===== config.mk =====
export PLATFORM = sky130hd
export DESIGN_NAME = wb_arbiter
export DESIGN_NICKNAME = d
export VERILOG_FILES = /design/src/rtl/wb_arbiter.sv
export SDC_FILE = /design/constraint.sdc
export NUM_CORES = 1
export LEC_CHECK = 0
export ABC_CLOCK_PERIOD_IN_PS = 9500
export BUFFER_PORTS_ARGS = -buffer_cell sky130_fd_sc_hd__buf_2
export CAP_MARGIN = 20
export CORE_ASPECT_RATIO = 2
export CORE_MARGIN = 8
export CORE_UTILIZATION = 45
export DETAILED_ROUTE_END_ITERATION = 10
export PLACE_DENSITY = 0.64
export SYNTH_ARGS = -nofsm -noshare
export SYNTH_HDL_FRONTEND = slang
export SYNTH_SLANG_ARGS = --single-unit

===== constraint.sdc =====
create_clock -name clk_i -period 9.5 [get_ports clk_i]
set_clock_uncertainty 0.2 [all_clocks]
set_input_delay 0.95 -clock clk_i [delete_from_list [all_inputs] [get_ports clk_i]]
set_output_delay 0.95 -clock clk_i [all_outputs]
set_load 0.01 [all_outputs]

===== src/rtl/wb_arbiter.sv =====
// Writeback arbiter: one result FIFO per execute unit, drained round-robin onto one scoreboard port.
// Latency: an entry pushed in cycle N can be offered on wb_* in cycle N+1 at the earliest; one entry retires per cycle.
// Backpressure: wb_ready_i low holds the offered entry stable; req_ready_o[k] drops while FIFO k is full.
module wb_arbiter #(
    parameter int unsigned NR_REQ = 4,
    parameter int unsigned DATA_W = 64,
    parameter int unsigned ID_W   = 3,
    parameter int unsigned DEPTH  = 2
) (
    input  logic                        clk_i,
    input  logic                        rst_ni,
    input  logic                        flush_i,
    input  logic [NR_REQ-1:0]           req_valid_i,
    input  logic [NR_REQ*DATA_W-1:0]    req_data_i,
    input  logic [NR_REQ*ID_W-1:0]      req_id_i,
    input  logic [NR_REQ-1:0]           req_ex_i,
    output logic [NR_REQ-1:0]           req_ready_o,
    output logic                        wb_valid_o,
    output logic [DATA_W-1:0]           wb_data_o,
    output logic [ID_W-1:0]             wb_id_o,
    output logic                        wb_ex_o,
    output logic [$clog2(NR_REQ)-1:0]   wb_src_o,
    input  logic                        wb_ready_i,
    output logic [NR_REQ-1:0]           overflow_o
);

    localparam int unsigned SRC_W = $clog2(NR_REQ);
    localparam int unsigned PTR_W = (DEPTH > 1) ? $clog2(DEPTH) : 1;
    localparam int unsigned CNT_W = $clog2(DEPTH + 1);

    localparam logic [CNT_W-1:0] FULL_CNT = CNT_W'(DEPTH);
    localparam logic [PTR_W-1:0] LAST_PTR = PTR_W'(DEPTH - 1);
    localparam logic [SRC_W-1:0] LAST_SRC = SRC_W'(NR_REQ - 1);

    typedef struct packed {
        logic              ex;
        logic [ID_W-1:0]   id;
        logic [DATA_W-1:0] data;
    } wb_entry_t;

    wb_entry_t         head [NR_REQ];
    logic [NR_REQ-1:0] not_empty;
    logic [SRC_W-1:0]  grant;
    logic [SRC_W-1:0]  cand;
    logic [SRC_W-1:0]  grant_nxt;
    logic [SRC_W-1:0]  rr_ptr_q;
    logic [SRC_W-1:0]  lock_idx_q;
    logic              lock_q;
    logic              any_vld;
    logic              wb_hs;

    assign any_vld   = |not_empty;
    assign wb_hs     = any_vld && wb_ready_i;
    assign grant_nxt = (grant == LAST_SRC) ? '0 : grant + SRC_W'(1);

    // Scan downwards so the candidate closest to rr_ptr_q is the last one to win.
    always_comb begin
        grant = rr_ptr_q;
        cand  = '0;
        if (lock_q) begin
            grant = lock_idx_q;
        end else begin
            for (int i = NR_REQ - 1; i >= 0; i--) begin
                cand = SRC_W'((int'(rr_ptr_q) + i) % int'(NR_REQ));
                if (not_empty[cand]) begin
                    grant = cand;
                end
            end
        end
    end

    always_comb begin
        wb_valid_o = any_vld;
        wb_data_o  = '0;
        wb_id_o    = '0;
        wb_ex_o    = 1'b0;
        wb_src_o   = '0;
        if (any_vld) begin
            wb_data_o = head[grant].data;
            wb_id_o   = head[grant].id;
            wb_ex_o   = head[grant].ex;
            wb_src_o  = grant;
        end
    end

    // A stalled offer pins the grant so the scoreboard sees a stable entry.
    always_ff @(posedge clk_i or negedge rst_ni) begin
        if (!rst_ni) begin
            rr_ptr_q   <= '0;
            lock_q     <= 1'b0;
            lock_idx_q <= '0;
        end else if (flush_i) begin
            rr_ptr_q   <= '0;
            lock_q     <= 1'b0;
            lock_idx_q <= '0;
        end else if (wb_hs) begin
            rr_ptr_q   <= grant_nxt;
            lock_q     <= 1'b0;
        end else if (any_vld) begin
            lock_q     <= 1'b1;
            lock_idx_q <= grant;
        end
    end

    for (genvar k = 0; k < NR_REQ; k++) begin : g_fifo
        wb_entry_t        mem_q [DEPTH];
        wb_entry_t        wr_ent;
        logic [PTR_W-1:0] rd_ptr_q;
        logic [PTR_W-1:0] wr_ptr_q;
        logic [CNT_W-1:0] cnt_q;
        logic             full;
        logic             push;
        logic             pop;
        logic             ovf_q;

        assign full   = (cnt_q == FULL_CNT);
        assign push   = req_valid_i[k] && !full && !flush_i;
        assign pop    = wb_hs && (grant == SRC_W'(k)) && !flush_i;
        assign wr_ent = '{ex:   req_ex_i[k],
                          id:   req_id_i[k*ID_W +: ID_W],
                          data: req_data_i[k*DATA_W +: DATA_W]};

        assign head[k]        = mem_q[rd_ptr_q];
        assign not_empty[k]   = (cnt_q != '0);
        assign req_ready_o[k] = !full;
        assign overflow_o[k]  = ovf_q;

        always_ff @(posedge clk_i) begin
            if (push) begin
                mem_q[wr_ptr_q] <= wr_ent;
            end
        end

        // Fullness is judged on the registered count, so a same-cycle pop never rescues a push.
        always_ff @(posedge clk_i or negedge rst_ni) begin
            if (!rst_ni) begin
                rd_ptr_q <= '0;
                wr_ptr_q <= '0;
                cnt_q    <= '0;
                ovf_q    <= 1'b0;
            end else if (flush_i) begin
                rd_ptr_q <= '0;
                wr_ptr_q <= '0;
                cnt_q    <= '0;
                ovf_q    <= 1'b0;
            end else begin
                if (push) begin
                    wr_ptr_q <= (wr_ptr_q == LAST_PTR) ? '0 : wr_ptr_q + PTR_W'(1);
                end
                if (pop) begin
                    rd_ptr_q <= (rd_ptr_q == LAST_PTR) ? '0 : rd_ptr_q + PTR_W'(1);
                end
                if (push && !pop) begin
                    cnt_q <= cnt_q + CNT_W'(1);
                end else if (pop && !push) begin
                    cnt_q <= cnt_q - CNT_W'(1);
                end
                ovf_q <= req_valid_i[k] && full;
            end
        end
    end

endmodule

==> flow_summary.ini <==
[timing]
min_period_over_period_pct = 58.17
rsz0062_at_grt = no
finalHoldViolCount = 0
drv_slew = 0
tightest_slew_ns = 1.131
finalSetupViolCount = 0
period_needed_ns = 5.526
hold_ws_ns = 0.1983
fin_setup_tns_ns = 0
max_freq_mhz = 181.0
slew_headroom_pct = 24.60

[placement]
dpl-instance-area_um2 = 25530
gp_congestion = 0.8499
dp_cells = 2450
hpwl_um = 42640
port_buffers = 358

[synthesis]
synth_edf_count = 544
yosysWarnings = 0
ys.flop_type = edfxtp_1
ys_types = 47
synthCells = 1515
synthArstFlopShare_pct = 4.394
synth.ff_latch_count = 569
synth_nets = 1796
synth-seq-area-share_pct = 73.22
postSynthAreaPerCell_um2 = 15.29
syn_area_um2 = 23160

[pwr]
cellLeakagePower_nw = 9.636
p_per_area_nw_per_um2 = 347.6
ir_drop_mv = 0.4220

[die]
pin_count = 359
die_width_um = 176.4
fp-row-count = 117
dieArea_um2 = 59430
core_area_um2 = 50940
initial_core_util_pct = 45.47
fp.dieH_um = 336.9

[global_route]
grt.overflow.total = 0
grt_pass1_vias = 15090
use_met2_pct = 40.99
met1_usage_pct = 23.01
grt_max_degree = 126
use_met3_pct = 4.929
antenna_found_initial = 26
top_usage_layer = met2
grt_pass1_wl_um = 95290
track_usage_pct = 21.82

[layout]
areaGrowthSynthToFinish_pct = 17.70
final_cell_area_um2 = 27260
layout-drive-gt1-share_pct = 27.16
fin_cells = 2559
num-fill-cells = 4242
nets = 2131
register_area_um2 = 16980
multi_input_area_um2 = 5723

[route]
firstDrtPassIters = 5
via_count = 14200
dr.first_iter.drc_count = 886
ant_nets = 0
drcViolationCount = 0
routed_wl_um = 65970
wl_per_cell_um = 25.78
viasPerCell = 5.547

[setup_path]
ff2ff_path_depth = 12
cp-end-kind = output port
crit_type = reg2out
worstPathRequired_ns = 8.35
cp.arrival_ns = 4.38
r2r_slack_ns = 5.35
cp-start-kind = flip-flop
worst-path-max-fanout = 83

[cts]
cts_resized = 0
clock_latency_ns = 0.57
cts_hold_buf = 0
ctsLongestPathBuffers = 3
h-tree-depth = 2
cts_tree = yes
cts_inserted_buffers = 50
cts_setup_buffers = 0
cts_num_sinks = 569
cts_root_buf = clkbuf_16
clk_pin_slew_ns = 0.06

[run_status]
status = completed

[flow_run]
cap_violations = 0

[worst_hold_path]
hold_class = in2async
-- final cells by class --
class	count	area share (%)
multi-input combinational	840	20.99
antenna	16	0.1468
clock buffer	66	5.080
timing repair buffer	383	7.480
sequential	569	62.26
clock inverter	25	0.9316
tap	654	3.001
inverter	6	0.1055
-- sequential cells by signal, indices dropped and copies added, names as in the netlist --
signal,flops
g_fifo.rd_ptr_q,4
rr_ptr_q,2
g_fifo.ovf_q,4
lock_q,1
lock_idx_q,2
g_fifo.wr_ptr_q,4
g_fifo.mem_q,544
g_fifo.cnt_q,8
-- critical path, stage by stage (launching register included) --
cell,delay [ns]
dfrtp_1,0.45
or2_2,0.32
o2111ai_1,0.12
and2_1,0.16
buf_4,0.34
nand2_4,0.33
clkinv_2,0.10
buf_4,0.85
nand3_1,0.63
a21oi_1,0.30
buf_2,0.16
-- placed cells by master (no fill, tap or decap), drive strengths merged, types with 4 or more instances in the layout --
cell,n
a21oi,71
nor3b,4
clkinv,18
a211oi,4
and3,4
o211ai,34
inv,5
nand3,133
dfrtp,25
edfxtp,544
nor3,6
o21ai,7
clkbuf,66
nor4bb,4
buf,383
and4,4
diode,16
mux2,32
mux2i,246
xor2,7
nand2,226
bufinv,5
xnor2,5
nor2,25
-- synthesized netlist by cell type (all sizes together) (7+ instances only) --
master | count | share of area, %
nand2 | 226 | 3.7
xor2 | 7 | 0.26
mux2 | 32 | 1.6
edfxtp | 544 | 71
dfrtp | 25 | 2.7
mux2i | 246 | 11
nand3 | 133 | 2.9
clkbuf | 52 | 0.84
o211ai | 34 | 1.2
buf | 48 | 1.5
nor2 | 25 | 0.41
o21ai | 7 | 0.15
a21oi | 71 | 1.5
-- cells by family after synthesis --
logic type / count (synthesis) / share of synthesized area [%]
AOI/OAI and AO/OA: 129 / 3.505
and+or+nand+nor: 420 / 8.134
adders and majority gates: 1 / 0.05400
xor gates and xnor gates: 12 / 0.4537
DFF: 569 / 73.22
buffers and inverters: 106 / 2.447
muxes: 278 / 12.19
-- metrics by stage --
step	setup WS (ns)	utilization [%]	power, mW
6_report	3.974	53.52	9.478
5_1_grt	3.737	53.48	9.962
4_1_cts	3.877	53.33	9.587
3_5_place_dp	4.503	50.12	7.520
3_3_place_gp	4.556	50.06	7.476
2_1_floorplan	0.9741	-	5.909
-- where the power goes --
part           internal [mW]  total, mW  switching (mW)
clock                   1.16       2.05           0.889
sequential              3.02       3.20           0.181
combinational           1.40       4.23            2.82
total                   5.58       9.48            3.89
-- worst paths after layout --
kind / from / end
worst min-delay path: rst_ni / g_fifo[2].ovf_q
worst max-delay path: g_fifo[3].cnt_q[1] / wb_data_o[12]
max in group asynchronous: rst_ni / g_fifo[3].rd_ptr_q
min in group clk_i: req_data_i[242] / g_fifo[3].mem_q[1][50]
worst max register to register: g_fifo[3].cnt_q[1] / g_fifo[2].cnt_q[1]
worst min register to register: g_fifo[2].cnt_q[1] / g_fifo[2].cnt_q[1]
-- routing by layer --
metal / part of all wire, % / up-vias
li1: - / 6411
met1: 35 / 7076
met2: 54 / 559
met3: 6.8 / 135
met4: 3.7 / 14
met5: 0.14 / -
(Power assumes the default switching activity.)
